### src/rtl/collector_pkg.sv
// Shared types and constants for the serial word collector.
package collector_pkg;

  // Framing FSM: waiting for a start bit, or shifting data bits in.
  typedef enum logic {
    ST_IDLE  = 1'b0,
    ST_SHIFT = 1'b1
  } state_e;

  // Level of the bit that opens a frame.
  localparam logic START_BIT = 1'b1;

endpackage

### src/rtl/out_slot.sv
// One-entry valid/ready holding register. A word arriving while the slot is
// still full and not being drained is dropped, which raises a sticky overflow.
module out_slot #(
  parameter int unsigned WIDTH = 8
) (
  input  logic             clk,
  input  logic             rst,
  input  logic             load,
  input  logic [WIDTH-1:0] word,
  input  logic             ready,
  input  logic             clr_ovf,
  output logic [WIDTH-1:0] data,
  output logic             valid,
  output logic             overflow
);

  logic [WIDTH-1:0] data_q;
  logic             valid_q;
  logic             ovf_q;
  logic             drop;

  // A completed word is lost only if the slot is full and not draining this cycle.
  assign drop = load && valid_q && !ready;

  // Slot contents: load on free or draining slot, clear valid on a plain drain.
  always_ff @(posedge clk or posedge rst) begin
    if (rst) begin
      data_q  <= '0;
      valid_q <= 1'b0;
    end else if (load && (!valid_q || ready)) begin
      data_q  <= word;
      valid_q <= 1'b1;
    end else if (valid_q && ready) begin
      valid_q <= 1'b0;
    end
  end

  // Sticky overflow; a drop in the same cycle as a clear keeps it set.
  always_ff @(posedge clk or posedge rst) begin
    if (rst) begin
      ovf_q <= 1'b0;
    end else if (drop) begin
      ovf_q <= 1'b1;
    end else if (clr_ovf) begin
      ovf_q <= 1'b0;
    end
  end

  assign data     = data_q;
  assign valid    = valid_q;
  assign overflow = ovf_q;

endmodule

### src/rtl/serial_word_collector.sv
// Frames a qualified serial bit stream with a start bit, assembles WIDTH data
// bits MSB-first and hands each word to a one-entry valid/ready output slot.
module serial_word_collector #(
  parameter int unsigned WIDTH = 8
) (
  input  logic             clk,
  input  logic             rst,
  input  logic             in_valid,
  input  logic             in_bit,
  output logic [WIDTH-1:0] out_data,
  output logic             out_valid,
  input  logic             out_ready,
  output logic             busy,
  output logic             overflow,
  input  logic             clr_ovf
);

  import collector_pkg::*;

  localparam int unsigned      CNT_W    = $clog2(WIDTH);
  localparam logic [CNT_W-1:0] CNT_LAST = CNT_W'(WIDTH - 1);

  state_e           state_q;
  logic [CNT_W-1:0] cnt_q;
  logic [WIDTH-2:0] sr_q;
  logic             busy_q;
  logic             word_done;
  logic [WIDTH-1:0] word;

  // The incoming bit completes the word combinationally; the slot registers it.
  assign word      = {sr_q, in_bit};
  assign word_done = (state_q == ST_SHIFT) && in_valid && (cnt_q == CNT_LAST);

  // Framing FSM with bit counter, shift register and registered busy.
  always_ff @(posedge clk or posedge rst) begin
    if (rst) begin
      state_q <= ST_IDLE;
      cnt_q   <= '0;
      sr_q    <= '0;
      busy_q  <= 1'b0;
    end else begin
      unique case (state_q)
        ST_IDLE: begin
          if (in_valid && (in_bit == START_BIT)) begin
            state_q <= ST_SHIFT;
            cnt_q   <= '0;
            busy_q  <= 1'b1;
          end
        end
        ST_SHIFT: begin
          if (in_valid) begin
            sr_q <= word[WIDTH-2:0];
            if (cnt_q == CNT_LAST) begin
              state_q <= ST_IDLE;
              cnt_q   <= '0;
              busy_q  <= 1'b0;
            end else begin
              cnt_q <= cnt_q + 1'b1;
            end
          end
        end
        default: begin
          state_q <= ST_IDLE;
          busy_q  <= 1'b0;
        end
      endcase
    end
  end

  assign busy = busy_q;

  out_slot #(
    .WIDTH(WIDTH)
  ) u_out_slot (
    .clk      (clk),
    .rst      (rst),
    .load     (word_done),
    .word     (word),
    .ready    (out_ready),
    .clr_ovf  (clr_ovf),
    .data     (out_data),
    .valid    (out_valid),
    .overflow (overflow)
  );

endmodule
### config.mk
export PLATFORM = sky130hd
export DESIGN_NAME = serial_word_collector
export DESIGN_NICKNAME = d
export VERILOG_FILES = /design/src/rtl/collector_pkg.sv /design/src/rtl/out_slot.sv /design/src/rtl/serial_word_collector.sv
export SDC_FILE = /design/constraint.sdc
export NUM_CORES = 1
export LEC_CHECK = 0
export ABC_CLOCK_PERIOD_IN_PS = 3300
export BUFFER_PORTS_ARGS = -buffer_cell sky130_fd_sc_hd__buf_4
export CAP_MARGIN = 25
export CORE_MARGIN = 10
export CORE_UTILIZATION = 51
export DETAILED_ROUTE_END_ITERATION = 6
export PLACE_DENSITY = 0.7
export REMOVE_ABC_BUFFERS = 1
export SLEW_MARGIN = 20
export SYNTH_ARGS = -nofsm -noshare
export SYNTH_HDL_FRONTEND = slang
export SYNTH_SLANG_ARGS = --single-unit
### constraint.sdc
create_clock -name clk -period 3.3 [get_ports clk]
set_clock_uncertainty 0.2 [all_clocks]
set_input_delay 0.165 -clock clk [delete_from_list [all_inputs] [get_ports clk]]
set_output_delay 0.165 -clock clk [all_outputs]
set_load 0.05 [all_outputs]
---- Word-level counts from Yosys, hierarchy flattened ----
Cells that the tools add are included.
storage, ports and cells
  bits in registers ....................... 22
  logic and storage cells ................. 44
  output and inout bits ................... 11
  bits of input ports ..................... 6
operators by class
  reduce and logical (&&, ||, !) cells .... 15
  add/subtract/negate cells ............... 1
  bitwise logic cells ..................... 1
  muxes and demuxes ....................... 16
  equal/unequal tests ..................... 4
operators by type and width
  operator             count
  $mux 1               10
  $mux 3               3
  $logic_and 1x1->1    7
  $pmux 3 s2           1
  $ne 2x2->1 const B   2
  $pmux 1 s2           2
  $reduce_and 2->1     2
  $reduce_bool 2->1    2
  $add 3x1->3 const B  1
  $eq 3x3->1 const B   1
  $reduce_and 3->1     1
  $logic_not 1->1      2
  $ne 2x1->1 const B   1
  $logic_or 1x1->1     1
  $not 1->1            1

---- Logic depth before layout (Yosys ltp) ----
Gate-level depths: netlist of the first run.
  depth after elaboration ................. 5
  depth in mapped cells ................... 6
  mapped depth without buffers ............ 5

---- Cells and area by module ----
From an unflattened synthesis of the first run, not the netlist that was laid out.
second synthesis, totals
  cells, all modules ...................... 62
  area total of the unflattened synthesis .. 978.4 um^2
by module, submodules not included
  module                 area an instance (um^2)  cells an instance  instances
  serial_word_collector  561.8                    37                 1
  out_slot               416.6                    25                 1

---- Worst setup path after synthesis of the first run ----
No wires, ideal clock.
  kind .................................... register -> register
  from .................................... register u_out_slot.valid_q, in the netlist u_out_slot.valid
  to ...................................... register u_out_slot.data_q[0], in the netlist u_out_slot.data[0]
  data required time ...................... 2.975 ns
  arrival time ............................ 1.336 ns
  path buffers ............................ 1
  path slack .............................. 1.638 ns
  stages on the path, launching flop included .. 5
  library setup time ...................... 0.125 ns
  cell sequence ........................... dfrtp_1 nand2b_1 nor2b_2 buf_6 mux2_4
on the way
  longest elaborated chain between the ends .. 3
ends and longest elaborated chain
  what                    RTL line        text
  from (decl)             out_slot.sv:18  logic valid_q;
  from (signal assigned)  out_slot.sv:29  valid_q <= 1'b0;
  from (signal assigned)  out_slot.sv:32  valid_q <= 1'b1;
  from (signal assigned)  out_slot.sv:34  valid_q <= 1'b0;
  $logic_not 1->1         out_slot.sv:30  end else if (load && (!valid_q || ready)) begin
  $logic_or 1x1->1        out_slot.sv:30
  $logic_and 1x1->1       out_slot.sv:30
  to (signal assigned)    out_slot.sv:31  data_q <= word;
  to (decl)               out_slot.sv:17  logic [WIDTH-1:0] data_q;
No other way between the ends.
A chain may end at the register's enable or synchronous reset.

---- Final worst setup path of the first run ----
  from .................................... register cnt_q[0]
  to ...................................... register u_out_slot.data_q[1], in the netlist u_out_slot.data[1]
on the way
  longest elaborated chain between the ends .. 3
ends and longest elaborated chain
  what                    RTL line                     text
  from (decl)             serial_word_collector.sv:24  logic [CNT_W-1:0] cnt_q;
  from (signal assigned)  serial_word_collector.sv:58  cnt_q <= cnt_q + 1'b1;
  $eq 3x3->1              serial_word_collector.sv:32  assign word_done = (state_q == ST_SHIFT) && in_valid && (cnt_q == CNT_LAST);
  $logic_and 1x1->1       serial_word_collector.sv:32
  $logic_and 1x1->1       out_slot.sv:30
No other way between the ends.

==> flow_summary.toml, run 1 <==
[outcome]
status = "finished, final reports clean"

[layout]
layout_common_cells = "dfrtp_1 (22), buf_4 (16), mux2_4 (8), mux2_2 (8), dlygate4sd3_1 (7)"
drive_gt1_frac = 0.459
syn_to_final_growth_pct = 28.4
final_common_cell = "dfrtp_1"
final_area_mm2 = 0.00116
diodes = 0
final_cell_count_no_fill = 110
layout.nets = 94
fillers = 129

[pwr]
p_leak_nw = 0.555
ir_drop_uv = 630
power.density_mw_per_mm2 = 1020

[worst_setup_path]
startpoint_type = "flop"
path_cells = "ha_1, ha_1, nand3_2, nor2b_2, mux2_4"
slowest_delay_ps = 490
cp.buffers_inverters = 0
arrival_ps = 1980
critPathSlowestCell = "nor2b_2"
rrSetupSlack_ps = 1320
critPathCaptureType = "flop"
crit_path_max_fanout = 8
crit_family = "simple AND/OR/NAND/NOR gates"
crit_required_ps = 3300
cp_common_cell = "ha_1"
crit_type = "flop to flop"

[drt]
drc = 0
vias_per_cell = 4.80
wl_mm = 1.61
wl_per_cell_um = 14.7
initialDrtViolationCount = 13
ant_nets = 0
first_pass_iters = 2
dr_total_vias = 528

[yosys]
syn-cell-area_um2 = 907
synth_seq_cells = 22
synthCells = 60
yosys_warnings = 0
synth_seq_area_share = 0.607
synth.distinct_cells = 19
synth_area_per_cell_um2 = 15.1

[timing]
setup_tns_ps = 0
drv_slew = 0
finalHoldViolCount = 0
max_freq_mhz = 504
setup_ws_ps = 1320
tightest_slew_ps = 788
slew_headroom = 0.474
hold_ws_ps = 317
setup_viol = 0
fin_crit_sh = 0.602
rsz0062_at_grt = "false"
fin_crit_ps = 1980

[clocking]
insertion_delay_ps = 310
tritoncts = "built"
clkTransAtPathRegs_ps = 130
cts-root-buf = "clkbuf_4"
postCtsSetupRepairBufs = 0
cts_buffers = 3
cts_resized = 0
cts.sinks = 22
htree_levels = 1
clockBufferDepth = 2

[grt]
antenna_found_initial = 0
grt_overflow = 0
grt_max_degree = 23
grt_use_total = 0.0879
grt_pass1_vias = 551
grt_first_pass_wirelength_mm = 2.79

[placement]
place_ws_ps = 1330
gp_congestion = 0.691
dp_cells = 99
io_buffers = 16
placed_area_mm2 = 0.00104
dp_hpwl_mm = 1.09

[floorplanning]
core_area_mm2 = 0.00171
die_x_um = 62.2
die_y_um = 62.2
ioPinCount = 17
num_rows = 15
dieArea_mm2 = 0.00387
start_util = 0.531

[run]
max-cap-violations = 0

[hold_path]
hold_class = "flop to flop"
## logic make-up after synthesis
group,Yosys count,share of synthesized area
buffers and inverters,4,0.0262
multiplexers,16,0.232
adder cells (fa/ha/maj),2,0.0276
AO/OA/AOI/OAI,8,0.0566
flip-flops,22,0.607
AND/OR/NAND/NOR,8,0.0510
## synth_stat cells, drive strengths merged
library cell	instances	area share
a22o	1	0.0097
ha	2	0.028
a21oi	2	0.011
inv	2	0.0083
nand3	1	0.011
mux2	16	0.23
nand2	4	0.019
nor2	1	0.0041
buf	2	0.018
o22ai	1	0.0069
dfrtp	22	0.61
nand2b	1	0.0069
nor2b	1	0.0097
a31oi	1	0.0069
o21ai	2	0.011
a32o	1	0.011
## what timing repair did
action                                 4_1_cts  5_1_grt
hold buffers                                 7        0
setup endpoints to repair                    0        0
endpoints found under the hold margin       29        0
## where the power goes
| group | switching (mW) | internal (mW) |
|---|---|---|
| Sequential | 0.0808 | 0.385 |
| Clock | 0.0838 | 0.123 |
| Combinational | 0.288 | 0.222 |
| Total | 0.453 | 0.730 |
## layer usage
| metal | vias to the layer above | GRT usage | wire length [um] |
|---|---|---|---|
| met5 | - | 0 | 0 |
| met4 | 0 | 0.0343 | 14 |
| met3 | 2 | 0.0323 | 90 |
| met2 | 11 | 0.132 | 753 |
| met1 | 257 | 0.111 | 755 |
| li1 | 258 | - | - |
## flip-flops by register name, indices dropped and copies added, names as in the netlist
name	flops
u_out_slot.data	8
sr_q	7
cnt_q	3
busy	1
state_q	1
u_out_slot.overflow	1
u_out_slot.valid	1
## cell type report
type                            count  area, um2  area share
Clock buffer                        3       22.5      0.0193
Clock inverter                      1       30.0      0.0258
Inverter                            2       7.51     0.00644
Multi-Input combinational cell     34        333       0.286
Sequential cell                    22        551       0.473
Tap cell                           25       31.3      0.0269
Timing Repair Buffer               23        190       0.163
## per-stage QoR
stage,utilization,power (mW)
after CTS,0.682,1.19
after detailed placement,0.610,0.978
after global placement,0.610,0.965
after floorplan,-,0.830
final,0.682,1.18
after global routing,0.682,1.25
## final timing paths
kind / from / end / depth (start not counted)
worst max-delay path: cnt_q[0]$_DFFE_PP0P_ / u_out_slot.data[1]$_DFFE_PP0P_ / 5
worst min-delay path: sr_q[6]$_DFFE_PP0N_ / u_out_slot.data[7]$_DFFE_PP0P_ / 1
worst max register to register: cnt_q[0]$_DFFE_PP0P_ / u_out_slot.data[1]$_DFFE_PP0P_ / 5
worst min register to register: sr_q[6]$_DFFE_PP0N_ / u_out_slot.data[7]$_DFFE_PP0P_ / 1
max in group asynchronous: rst / cnt_q[1]$_DFFE_PP0P_ / 3
min in group asynchronous: rst / u_out_slot.data[6]$_DFFE_PP0P_ / 3
Note: power is estimated with default switching activity, not from simulation.
==> run 2: changes to the inputs <==
- ABC_CLOCK_PERIOD_IN_PS: 3300 -> 1600
- CORE_UTILIZATION: 51 -> 47
- PLACE_DENSITY: 0.7 -> 0.68
- clock period: 3.3 -> 1.6 ns (I/O delays scaled with it)
==> run 2 against run 1 <==
Net effect: the flow now finishes with violations (negative setup slack); routed wire length grew 4.8%; hold slack worse by 160 ps; design area is 7.3% higher; largest cell class unchanged.
==> flow_summary.toml, run 2 (synthesis results as in run 1) <==
[clocking]
clkTransAtPathRegs_ps = 120
cts.sinks = 22
htree_levels = 1
clockBufferDepth = 2
tritoncts = "built"
cts_buffers = 3
insertion_delay_ps = 300
cts-root-buf = "clkbuf_4"

[floorplanning]
ioPinCount = 17
core_area_mm2 = 0.00178
die_x_um = 63.9
num_rows = 15
dieArea_mm2 = 0.00409
start_util = 0.509
die_y_um = 63.9

[placement]
dp_cells = 106
placed_area_mm2 = 0.00109
dp_hpwl_mm = 1.13
io_buffers = 16
gp_congestion = 0.631

[timing]
setup_ws_ps = -69.8
setup_viol = 8
finalHoldViolCount = 0
rsz0062_at_grt = "true"
max_freq_mhz = 599
setup_tns_ps = -432
tightest_slew_ps = 339
hold_ws_ps = 162
slew_headroom = 0.771
drv_slew = 0
fin_crit_ps = 1670
fin_crit_sh = 1.04

[drt]
first_pass_iters = 2
wl_per_cell_um = 14.5
wl_mm = 1.69
ant_nets = 0
vias_per_cell = 4.86
dr_total_vias = 569
initialDrtViolationCount = 18
drc = 0

[run]
max-cap-violations = 0

[worst_setup_path]
critPathCaptureType = "flop"
crit_required_ps = 1600
arrival_ps = 1670
crit_type = "flop to flop"
startpoint_type = "flop"
slowest_delay_ps = 380
r2r_cells = 6
crit_path_max_fanout = 4
cp-endpoint = "u_out_slot.data[1]$_DFFE_PP0P_"
critPathSlowestCell = "dfrtp_1"
rrSetupSlack_ps = -70
rr_endpoint = "u_out_slot.data[1]$_DFFE_PP0P_"
path_cells = "ha_2, ha_4, nand3_4, nor2b_4, buf_6, mux2_4"
regToRegStartpoint = "cnt_q[0]$_DFFE_PP0P_"
cp-startpoint = "cnt_q[0]$_DFFE_PP0P_"

[grt]
grt_pass1_vias = 576
grt_use_total = 0.0807
grt_first_pass_wirelength_mm = 2.70
antenna_found_initial = 0
grt_overflow = 0
grt_max_degree = 23

[outcome]
violations = "negative setup slack"
status = "finished with violations"

[pwr]
p_sw_mw = 0.957
p_total_mw = 2.53
p_int_mw = 1.57
p_leak_nw = 0.596
combPwrFrac = 0.455
power.density_mw_per_mm2 = 2020
p_seq_frac = 0.380
netSwitchingFraction = 0.378
ir_drop_uv = 1100
clkPwrFrac = 0.165

[layout]
diodes = 0
final_common_cell = "buf_4"
final_cell_count_no_fill = 117
final_area_mm2 = 0.00125
fillers = 121
syn_to_final_growth_pct = 37.8
drive_gt1_frac = 0.554
layout_common_cells = "buf_4 (23), dfrtp_1 (22), mux2_4 (8), mux2_2 (8), dlygate4sd3_1 (5)"
layout.nets = 101
largest_reg_flops = 8

[hold_path]
hold_class = "input pin to asynchronous set/reset pin"
run 2: per-stage QoR:
| step | utilization | worst slack (ps) |
|---|---|---|
| finish | 0.701 | -69.8 |
| CTS | 0.673 | -67.7 |
| global placement | 0.614 | -30.4 |
| floorplan | - | -226 |
| global route | 0.701 | -107 |
| detailed placement | 0.614 | -63.4 |
run 2: worst max-delay path, delay by kind of cell (launching register included):
kind                     cells  cell delay [ps]
adder cells (fa/ha/maj)      2              330
multiplexers                 1              300
buffers and inverters        1              140
flip-flops                   1              380
AND/OR/NAND/NOR              2              220
run 2: layout make-up:
type	count	area, um2	area share
sequential	22	551	0.440
multi-input combinational	34	363	0.290
timing repair buffer	30	245	0.196
tap	25	31.3	0.0250
clock inverter	1	30.0	0.0240
clock buffer	3	22.5	0.0180
inverter	2	7.51	0.00601
run 2: routing by layer:
| metal | global-route usage | routed length (um) | vias up |
|---|---|---|---|
| met5 | 0 | 0 | - |
| met3 | 0.0348 | 121 | 4 |
| met1 | 0.102 | 767 | 276 |
| met4 | 0.0410 | 29 | 0 |
| li1 | - | - | 276 |
| met2 | 0.113 | 773 | 13 |
run 2: power groups by stage:
stage	Clock [mW]	Sequential (mW)	Combinational, mW
6_report	0.419	0.961	1.15
5_1_grt	0.448	0.990	1.22
4_1_cts	0.427	0.950	1.11
3_5_place_dp	0	0.961	1.10
3_3_place_gp	0	0.956	1.08
2_1_floorplan	0	1.33	0.383
run 2: worst min path at each step:
stage	slack (ps)	depth (start not counted)	end
6_report	160	4	u_out_slot.data[7]$_DFFE_PP0P_
4_1_cts	160	4	u_out_slot.data[7]$_DFFE_PP0P_
2_1_floorplan	-130	1	busy$_DFFE_PP0P_
3_3_place_gp	-60	3	u_out_slot.data[0]$_DFFE_PP0P_
3_5_place_dp	-60	3	u_out_slot.data[7]$_DFFE_PP0P_
5_1_grt	190	4	u_out_slot.data[7]$_DFFE_PP0P_
run 2: timing repair:
action | in CTS | in global routing
hold buffers | 5 | 0
pin swaps | 0 | 1
gates resized for setup | 1 | 7
setup endpoints to repair | 8 | 8
hold endpoints to repair | 29 | 0
setup buffers | 0 | 2
